[src/rtl/hazard_sched_pkg.sv]
// Shared types for the hazard scheduler: the scoreboard entry layout, the control FSM
// states and the register-match rule used by every scoreboard slot.
package hazard_sched_pkg;

    localparam int REG_FILE_ADDR_LEN = 4;

    typedef struct packed {
        logic                         v;
        logic                         wb_en;
        logic                         mem_r_en;
        logic [REG_FILE_ADDR_LEN-1:0] dest;
    } sb_entry_t;

    typedef enum logic [1:0] {
        ST_RUN   = 2'd0,
        ST_STALL = 2'd1,
        ST_FLUSH = 2'd2
    } sched_state_e;

    // Register 0 is hardwired to zero, so a write to it never creates a dependency.
    function automatic logic entry_match(sb_entry_t e, logic [REG_FILE_ADDR_LEN-1:0] s);
        return e.v & e.wb_en & (e.dest == s) & (s != '0);
    endfunction

endpackage

[src/rtl/hazard_sched_if.sv]
// Decode-side bundle for the hazard scheduler: the decode instruction description going in,
// stall/flush control and debug counters coming out.
interface hazard_sched_if #(
    parameter int REG_ADDR_W = 4,
    parameter int CNT_W      = 16
);
    logic                  id_valid;
    logic [REG_ADDR_W-1:0] src1;
    logic [REG_ADDR_W-1:0] src2;
    logic                  use_src1;
    logic                  use_src2;
    logic [REG_ADDR_W-1:0] id_dest;
    logic                  id_wb_en;
    logic                  id_mem_r_en;
    logic                  br_taken;
    logic                  jump_en;
    logic                  fwd_en;

    logic                  hazard_detected;
    logic                  pc_freeze;
    logic                  if_id_flush;
    logic [CNT_W-1:0]      stall_cnt;
    logic [CNT_W-1:0]      flush_cnt;
    logic                  wdog_err;

    modport master (
        output id_valid, src1, src2, use_src1, use_src2, id_dest, id_wb_en, id_mem_r_en,
               br_taken, jump_en, fwd_en,
        input  hazard_detected, pc_freeze, if_id_flush, stall_cnt, flush_cnt, wdog_err
    );

    modport slave (
        input  id_valid, src1, src2, use_src1, use_src2, id_dest, id_wb_en, id_mem_r_en,
               br_taken, jump_en, fwd_en,
        output hazard_detected, pc_freeze, if_id_flush, stall_cnt, flush_cnt, wdog_err
    );

endinterface

[src/rtl/hazard_sb_entry.sv]
// One scoreboard slot: holds an in-flight instruction's write-back target and reports,
// combinationally, whether either decode source depends on it.
module hazard_sb_entry
    import hazard_sched_pkg::*;
(
    input  logic                         clk,
    input  logic                         rst,
    input  sb_entry_t                    entry_d_i,
    input  logic [REG_FILE_ADDR_LEN-1:0] src1_i,
    input  logic [REG_FILE_ADDR_LEN-1:0] src2_i,
    output sb_entry_t                    entry_q_o,
    output logic                         match1_o,
    output logic                         match2_o
);

    sb_entry_t entry_q;

    // NOTE: the slot is reset rather than left to flush out; a stale valid bit after reset
    // would stall decode on garbage.
    // NOTE: non-blocking assignment so every pipeline register samples the same pre-edge values.
    always_ff @(posedge clk or negedge rst) begin
        if (!rst) begin
            entry_q <= '0;
        end else begin
            entry_q <= entry_d_i;
        end
    end

    assign entry_q_o = entry_q;
    assign match1_o  = entry_match(entry_q, src1_i);
    assign match2_o  = entry_match(entry_q, src2_i);

endmodule

[src/rtl/hazard_sched.sv]
// Pipeline hazard scheduler: two-slot RAW scoreboard driving stall/freeze/flush for decode,
// plus saturating stall/flush counters and a consecutive-stall watchdog.
module hazard_sched
    import hazard_sched_pkg::*;
#(
    parameter int REG_ADDR_W = REG_FILE_ADDR_LEN,
    parameter int CNT_W      = 16,
    parameter int MAX_STALL  = 4
) (
    input logic           clk,
    input logic           rst,
    hazard_sched_if.slave bus
);

    localparam int               RUN_W     = $clog2(MAX_STALL + 1);
    localparam logic [RUN_W-1:0] RUN_LIMIT = RUN_W'(MAX_STALL);

    logic [REG_ADDR_W-1:0] src1;
    logic [REG_ADDR_W-1:0] src2;
    sb_entry_t             exe_d;
    sb_entry_t             exe_q;
    sb_entry_t             mem_q_unused;
    logic                  exe_m1, exe_m2, mem_m1, mem_m2;
    logic                  raw_exe, raw_mem, hazard, flush;

    sched_state_e          state_q, state_d;
    logic [RUN_W-1:0]      run_q, run_d;
    logic [CNT_W-1:0]      stall_cnt_q, stall_cnt_d;
    logic [CNT_W-1:0]      flush_cnt_q, flush_cnt_d;
    logic                  wdog_q, wdog_d;

    assign src1 = bus.src1;
    assign src2 = bus.src2;

    // A stalled instruction stays in decode, so EXE receives a bubble instead of it.
    always_comb begin
        // NOTE: default every always_comb output first so no path can infer a latch.
        exe_d = '0;
        if (!hazard) begin
            exe_d.v        = bus.id_valid;
            exe_d.wb_en    = bus.id_wb_en;
            exe_d.mem_r_en = bus.id_mem_r_en;
            exe_d.dest     = bus.id_dest;
        end
    end

    hazard_sb_entry u_exe (
        .clk       (clk),
        .rst       (rst),
        .entry_d_i (exe_d),
        .src1_i    (src1),
        .src2_i    (src2),
        .entry_q_o (exe_q),
        .match1_o  (exe_m1),
        .match2_o  (exe_m2)
    );

    // MEM contributes only through its match outputs; its raw contents are not consumed.
    hazard_sb_entry u_mem (
        .clk       (clk),
        .rst       (rst),
        .entry_d_i (exe_q),
        .src1_i    (src1),
        .src2_i    (src2),
        .entry_q_o (mem_q_unused),
        .match1_o  (mem_m1),
        .match2_o  (mem_m2)
    );

    assign raw_exe = (bus.use_src1 & exe_m1) | (bus.use_src2 & exe_m2);
    assign raw_mem = (bus.use_src1 & mem_m1) | (bus.use_src2 & mem_m2);

    // With forwarding only a load in EXE is too late to bypass; without it any in-flight writer is.
    assign hazard = bus.id_valid &
                    (bus.fwd_en ? (raw_exe & exe_q.mem_r_en) : (raw_exe | raw_mem));
    assign flush  = (bus.br_taken | bus.jump_en) & ~hazard;

    always_comb begin
        state_d = state_q;
        run_d   = run_q;
        unique case (state_q)
            ST_STALL: begin
                if (hazard) begin
                    run_d = (run_q == '1) ? run_q : run_q + RUN_W'(1);
                end else begin
                    state_d = flush ? ST_FLUSH : ST_RUN;
                    run_d   = '0;
                end
            end
            default: begin
                if (hazard) begin
                    state_d = ST_STALL;
                    run_d   = RUN_W'(1);
                end else begin
                    state_d = flush ? ST_FLUSH : ST_RUN;
                    run_d   = '0;
                end
            end
        endcase
    end

    always_comb begin
        stall_cnt_d = stall_cnt_q;
        flush_cnt_d = flush_cnt_q;
        if (hazard && (stall_cnt_q != '1)) stall_cnt_d = stall_cnt_q + CNT_W'(1);
        if (flush && (flush_cnt_q != '1))  flush_cnt_d = flush_cnt_q + CNT_W'(1);
        wdog_d = wdog_q | (run_d >= RUN_LIMIT);
    end

    always_ff @(posedge clk or negedge rst) begin
        if (!rst) begin
            state_q     <= ST_RUN;
            run_q       <= '0;
            stall_cnt_q <= '0;
            flush_cnt_q <= '0;
            wdog_q      <= 1'b0;
        end else begin
            state_q     <= state_d;
            run_q       <= run_d;
            stall_cnt_q <= stall_cnt_d;
            flush_cnt_q <= flush_cnt_d;
            wdog_q      <= wdog_d;
        end
    end

    assign bus.hazard_detected = hazard;
    assign bus.pc_freeze       = hazard;
    assign bus.if_id_flush     = flush;
    assign bus.stall_cnt       = stall_cnt_q;
    assign bus.flush_cnt       = flush_cnt_q;
    assign bus.wdog_err        = wdog_q;

endmodule

[src/flat_wrapper.sv]
// flat-port wrapper written by rule: the top's interface ports become plain ports
module hazard_sched_flat import hazard_sched_pkg::*;
#(
    parameter int REG_ADDR_W = REG_FILE_ADDR_LEN,
    parameter int CNT_W      = 16,
    parameter int MAX_STALL  = 4
)
  (clk, rst, bus_id_valid, bus_src1, bus_src2, bus_use_src1, bus_use_src2, bus_id_dest, bus_id_wb_en, bus_id_mem_r_en, bus_br_taken, bus_jump_en, bus_fwd_en, bus_hazard_detected, bus_pc_freeze, bus_if_id_flush, bus_stall_cnt, bus_flush_cnt, bus_wdog_err);
  hazard_sched_if #(.REG_ADDR_W(REG_ADDR_W), .CNT_W(CNT_W)) bus_i ();
  input logic clk;
  input logic rst;
  input wire logic [$bits(bus_i.id_valid)-1:0] bus_id_valid;
  input wire logic [$bits(bus_i.src1)-1:0] bus_src1;
  input wire logic [$bits(bus_i.src2)-1:0] bus_src2;
  input wire logic [$bits(bus_i.use_src1)-1:0] bus_use_src1;
  input wire logic [$bits(bus_i.use_src2)-1:0] bus_use_src2;
  input wire logic [$bits(bus_i.id_dest)-1:0] bus_id_dest;
  input wire logic [$bits(bus_i.id_wb_en)-1:0] bus_id_wb_en;
  input wire logic [$bits(bus_i.id_mem_r_en)-1:0] bus_id_mem_r_en;
  input wire logic [$bits(bus_i.br_taken)-1:0] bus_br_taken;
  input wire logic [$bits(bus_i.jump_en)-1:0] bus_jump_en;
  input wire logic [$bits(bus_i.fwd_en)-1:0] bus_fwd_en;
  output wire logic [$bits(bus_i.hazard_detected)-1:0] bus_hazard_detected;
  output wire logic [$bits(bus_i.pc_freeze)-1:0] bus_pc_freeze;
  output wire logic [$bits(bus_i.if_id_flush)-1:0] bus_if_id_flush;
  output wire logic [$bits(bus_i.stall_cnt)-1:0] bus_stall_cnt;
  output wire logic [$bits(bus_i.flush_cnt)-1:0] bus_flush_cnt;
  output wire logic [$bits(bus_i.wdog_err)-1:0] bus_wdog_err;
  assign bus_i.id_valid = bus_id_valid;
  assign bus_i.src1 = bus_src1;
  assign bus_i.src2 = bus_src2;
  assign bus_i.use_src1 = bus_use_src1;
  assign bus_i.use_src2 = bus_use_src2;
  assign bus_i.id_dest = bus_id_dest;
  assign bus_i.id_wb_en = bus_id_wb_en;
  assign bus_i.id_mem_r_en = bus_id_mem_r_en;
  assign bus_i.br_taken = bus_br_taken;
  assign bus_i.jump_en = bus_jump_en;
  assign bus_i.fwd_en = bus_fwd_en;
  assign bus_hazard_detected = bus_i.hazard_detected;
  assign bus_pc_freeze = bus_i.pc_freeze;
  assign bus_if_id_flush = bus_i.if_id_flush;
  assign bus_stall_cnt = bus_i.stall_cnt;
  assign bus_flush_cnt = bus_i.flush_cnt;
  assign bus_wdog_err = bus_i.wdog_err;
  hazard_sched #(.REG_ADDR_W(REG_ADDR_W), .CNT_W(CNT_W), .MAX_STALL(MAX_STALL)) u_core (.clk(clk), .rst(rst), .bus(bus_i));
endmodule
[config.mk]
export PLATFORM = sky130hd
export DESIGN_NAME = hazard_sched_flat
export DESIGN_NICKNAME = d
export VERILOG_FILES = /design/src/rtl/hazard_sched_pkg.sv /design/src/rtl/hazard_sched_if.sv /design/src/rtl/hazard_sb_entry.sv /design/src/rtl/hazard_sched.sv /design/src/flat_wrapper.sv
export SDC_FILE = /design/constraint.sdc
export NUM_CORES = 1
export LEC_CHECK = 0
export ABC_AREA = 1
export ABC_CLOCK_PERIOD_IN_PS = 2400
export CORE_MARGIN = 2
export CORE_UTILIZATION = 30
export CTS_CLUSTER_SIZE = 12
export DETAILED_ROUTE_END_ITERATION = 12
export PLACE_DENSITY_LB_ADDON = 0.15
export SETUP_SLACK_MARGIN = 0.5
export SLEW_MARGIN = 20
export SYNTH_ARGS = -nofsm -noshare
export SYNTH_HDL_FRONTEND = slang
export SYNTH_SLANG_ARGS = --single-unit
[constraint.sdc]
create_clock -name clk -period 2.4 [get_ports clk]
set_input_delay 0.24 -clock clk [delete_from_list [all_inputs] [get_ports clk]]
set_output_delay 0.24 -clock clk [all_outputs]
set_load 0.005 [all_outputs]
==> key figures <==
Detailed routing
  – Met2 layer wire length in the routed design: 3285 um
  – Routed WL: 7236 um
  – Avg WL per Cell: 12.00 um
  – DRC marker count from the first detailed-route iteration: 89
  – Via count: 2656
  – Number of nets with antenna violations after detailed routing: 0
  – DR WL met3: 262 um
  – Number of detailed-routing iterations run before antenna repair: 4
  – Top Metal Used: met4
  – Vias per inst: 4.405
  – DRT met1 WL: 3643 um
  – Total DRC errors in the routed layout: 0

STA
  – Unrepaired setup endpoints after global routing: true
  – Total setup violations reported at the end of the flow: 0
  – Min Clock Period, post-route: 1.827 ns
  – Crit share post-route: 0.7612
  – Highest clock frequency the design can meet: 547.4 MHz
  – Clock skew: 0.006215 ns
  – Final hold violation count: 0
  – Headroom to the max-slew limit: 0.5857
  – Final worst setup slack: 0.5730 ns
  – Sum of negative setup slack: 0 ns
  – Slew of the pin with the lowest slew margin: 0.6214 ns
  – Final Max Tran Viols: 0

Placement
  – Cell count after placement: 592
  – # port buffers: 57
  – Worst setup timing slack at the placement stage: 0.07665 ns
  – Final weighted congestion of routability-driven global placement: 0.8046
  – Detail Placement HPWL: 5302 um

Pwr
  – Peak supply drop: 0.3189 mV
  – Power Total: 2.011 mW
  – Cell area power density: 505.9 mW/mm^2
  – Reported leakage power: 1.849 nW

Finish
  – Total inserted antenna cells: 0
  – Final net count: 491
  – Fraction of final layout cells with drive strength greater than 1: 0.1585
  – Area Overhead vs Synth: 27.08%
  – Number of fill cells: 1099
  – Count of non-filler cells in the finished layout: 603
  – Utilization after layout: 0.3885

Status
  – Outcome: complete, no violations

Worst setup path
  – Setup crit end kind: output port
  – Worst Setup Path Type: reg2out
  – Crit path arrival time: 1.59 ns
  – Startpoint types: flip-flop
  – Maximum fanout along the worst path: 5
  – Required time at the endpoint of the critical path: 2.16 ns

Yosys
  – Register bit total from synthesis: 51
  – Commonest cells in the synthesized netlist: nand2_1 (119), inv_1 (54), dfrtp_1 (51)
  – Distinct cell type count after synthesis: 35
  – Synth Cell Area: 0.003128 sq mm
  – Post-synthesis net count: 427
  – Total number of yosys warnings: 0
  – Post-Synthesis Mean Instance Area: 7.781 sq um
  – Biggest area contributors in the synthesized netlist: dfrtp_1 (41%), nand2_1 (14%), inv_1 (6.5%), xor2_1 (6.2%), nor2_1 (4.2%)
  – Share of synthesized flip-flops with an asynchronous set or reset: 1.000
  – Post-synth EDFFs: 0
  – Leading cell type by number of instances after synthesis: nand2_1
  – Share of the synthesized area in the top cell type: 0.4080
  – Most instantiated flip-flop cell in the synthesis netlist: dfrtp_1
  – Cell taking the most area after synthesis: dfrtp_1
  – Cell count after synthesis: 402
  – Sequential share of the synthesized area: 0.4080

Clock network
  – Clock tree from TritonCTS: done
  – CTS Sinks: 51
  – Clock latency reported for the late side of the worst-skew pair: 0.30 ns
  – H-tree depth: 2
  – Cell at the root of the clock tree: clkbuf_8
  – CTS max path bufs: 2
  – Clock buffer count from CTS: 5
  – Clock transition at the register clock pins on the worst setup and hold paths after CTS: 0.09 ns

Die
  – Overall die area: 0.01126 sq mm
  – Die H: 106.1 um
  – Starting utilization of the core area: 0.3057
  – Top-level port count: 58
  – Die span in x: 106.1 um
  – Std-Cell Rows: 37
  – Core area: 0.01023 sq mm

GRT
  – Global-route usage over all layers: 0.1292
  – GRT overflow: 0
  – Number of antenna violations at the first check in global routing: 0
  – Pin count of the biggest net entering global routing: 32
  – First-pass GRT wire length: 11870 um
  – Vias in the first global route: 2510

Flow run
  – Count of max-cap constraint violations: 0

Worst hold path
  – Class of the most critical hold timing path: reg2reg
## timing repair
item,CTS,global route
buffers inserted,1,0
endpoints found under the hold margin,23,0
pin swaps,2,6
cloned,0,1
resized for setup,21,7
endpoints found under the setup margin,3,34
hold buffers,1,0
## critical path, stage by stage (launching register included)
cell and delay (ns):
dfrtp_1 0.41, inv_2 0.06, nand2_1 0.06, nand2_1 0.05, nor2_1 0.12, nand3_1 0.09, nand2_1 0.08, nand2_2 0.06
nand2_4 0.07, nand2_4 0.05, inv_4 0.08, a21oi_2 0.03, buf_2 0.12
## power breakdown
group	leakage, nW	internal (mW)	total [mW]	switching, mW
Clock	0.0515	0.264	0.553	0.288
Combinational	1.14	0.225	0.429	0.204
Sequential	0.661	0.930	1.03	0.0987
## logic make-up after synthesis
logic type	Yosys count	synth area share
buffers and inverters	74	0.1076
AO/OA/AOI/OAI	22	0.05400
XOR/XNOR	29	0.08120
AND/OR/NAND/NOR	222	0.3336
multiplexers	1	0.003600
adder cells (fa/ha/maj)	3	0.01200
flip-flops	51	0.4080
## placed cells by master (no fill, tap or decap)
cell             instances
dfrtp_1                 49
dfrtp_2                  2
a21oi_1                  3
buf_4                    7
nor3_2                   3
clkbuf_16                1
nor2_2                   3
buf_2                    2
nor2_4                   1
nand3_1                 16
o21ai_1                  2
nor3_1                  11
dlygate4sd2_1            8
ha_1                     3
nand2_1                117
inv_2                   10
nand4_4                  1
nand3_4                  2
xor2_1                  22
a21boi_1                 1
nand3_2                  2
nor2_1                  34
nand4_1                 18
clkdlybuf4s50_1         45
dlygate4sd3_1            1
mux2_2                   1
nand2_4                  2
buf_12                   1
a21oi_2                  2
inv_4                    1
nand3b_1                 1
o21ai_2                 14
clkbuf_2                 2
xnor2_1                  7
nor4_1                   1
nor3_4                   1
clkbuf_8                 7
inv_1                   53
nand2_2                  9
clkbuf_1                 1
## flip-flops by register name, indices dropped and copies added, names as in the netlist
register                count
u_core.u_exe.entry_q_o      7
u_core.run_q                3
u_core.state_q              2
u_core.u_mem.entry_q_o      6
u_core.bus.wdog_err         1
u_core.bus.flush_cnt       16
u_core.bus.stall_cnt       16
## cell type report
class / count / area [sq um] / share of cell area
multi-input combinational: 277 / 1535 / 0.3862
clock buffer: 8 / 100.1 / 0.02518
timing repair buffer: 67 / 648.1 / 0.1630
inverter: 64 / 242.7 / 0.06106
tap: 136 / 170.2 / 0.04281
sequential: 51 / 1279 / 0.3217
## metal layers
metal,GRT usage,vias up
li1,-,1379
met4,0.03383,0
met5,0,-
met3,0.02207,4
met2,0.2033,41
met1,0.1835,1232
## metrics by stage
step / hold WS (ns) / area, sq um
after floorplan: -0.05559 / 3128
after global placement: 0.3101 / 3832
after detailed placement: 0.3102 / 3832
after CTS: 0.3833 / 3946
after global routing: 0.4028 / 3975
final: 0.3819 / 3975
## final timing paths
kind,start,endpoint,slack (ns),cells past startpoint
setup / recovery,u_core.u_exe.entry_q_o[0]$_DFF_PN0_,bus_if_id_flush,0.57,12
hold / removal,u_core.u_exe.entry_q_o[5]$_DFF_PN0_,u_core.u_mem.entry_q_o[5]$_DFF_PN0_,0.38,0
setup reg to reg,u_core.bus.stall_cnt[0]$_DFFE_PN0P_,u_core.bus.stall_cnt[13]$_DFFE_PN0P_,0.61,9
hold reg to reg,u_core.u_exe.entry_q_o[5]$_DFF_PN0_,u_core.u_mem.entry_q_o[5]$_DFF_PN0_,0.38,0
max in group asynchronous,rst,u_core.run_q[0]$_DFF_PN0_,1.24,3
min in group asynchronous,rst,u_core.bus.flush_cnt[9]$_DFFE_PN0P_,0.48,2
No activity file was read; power rests on OpenSTA's default activity.
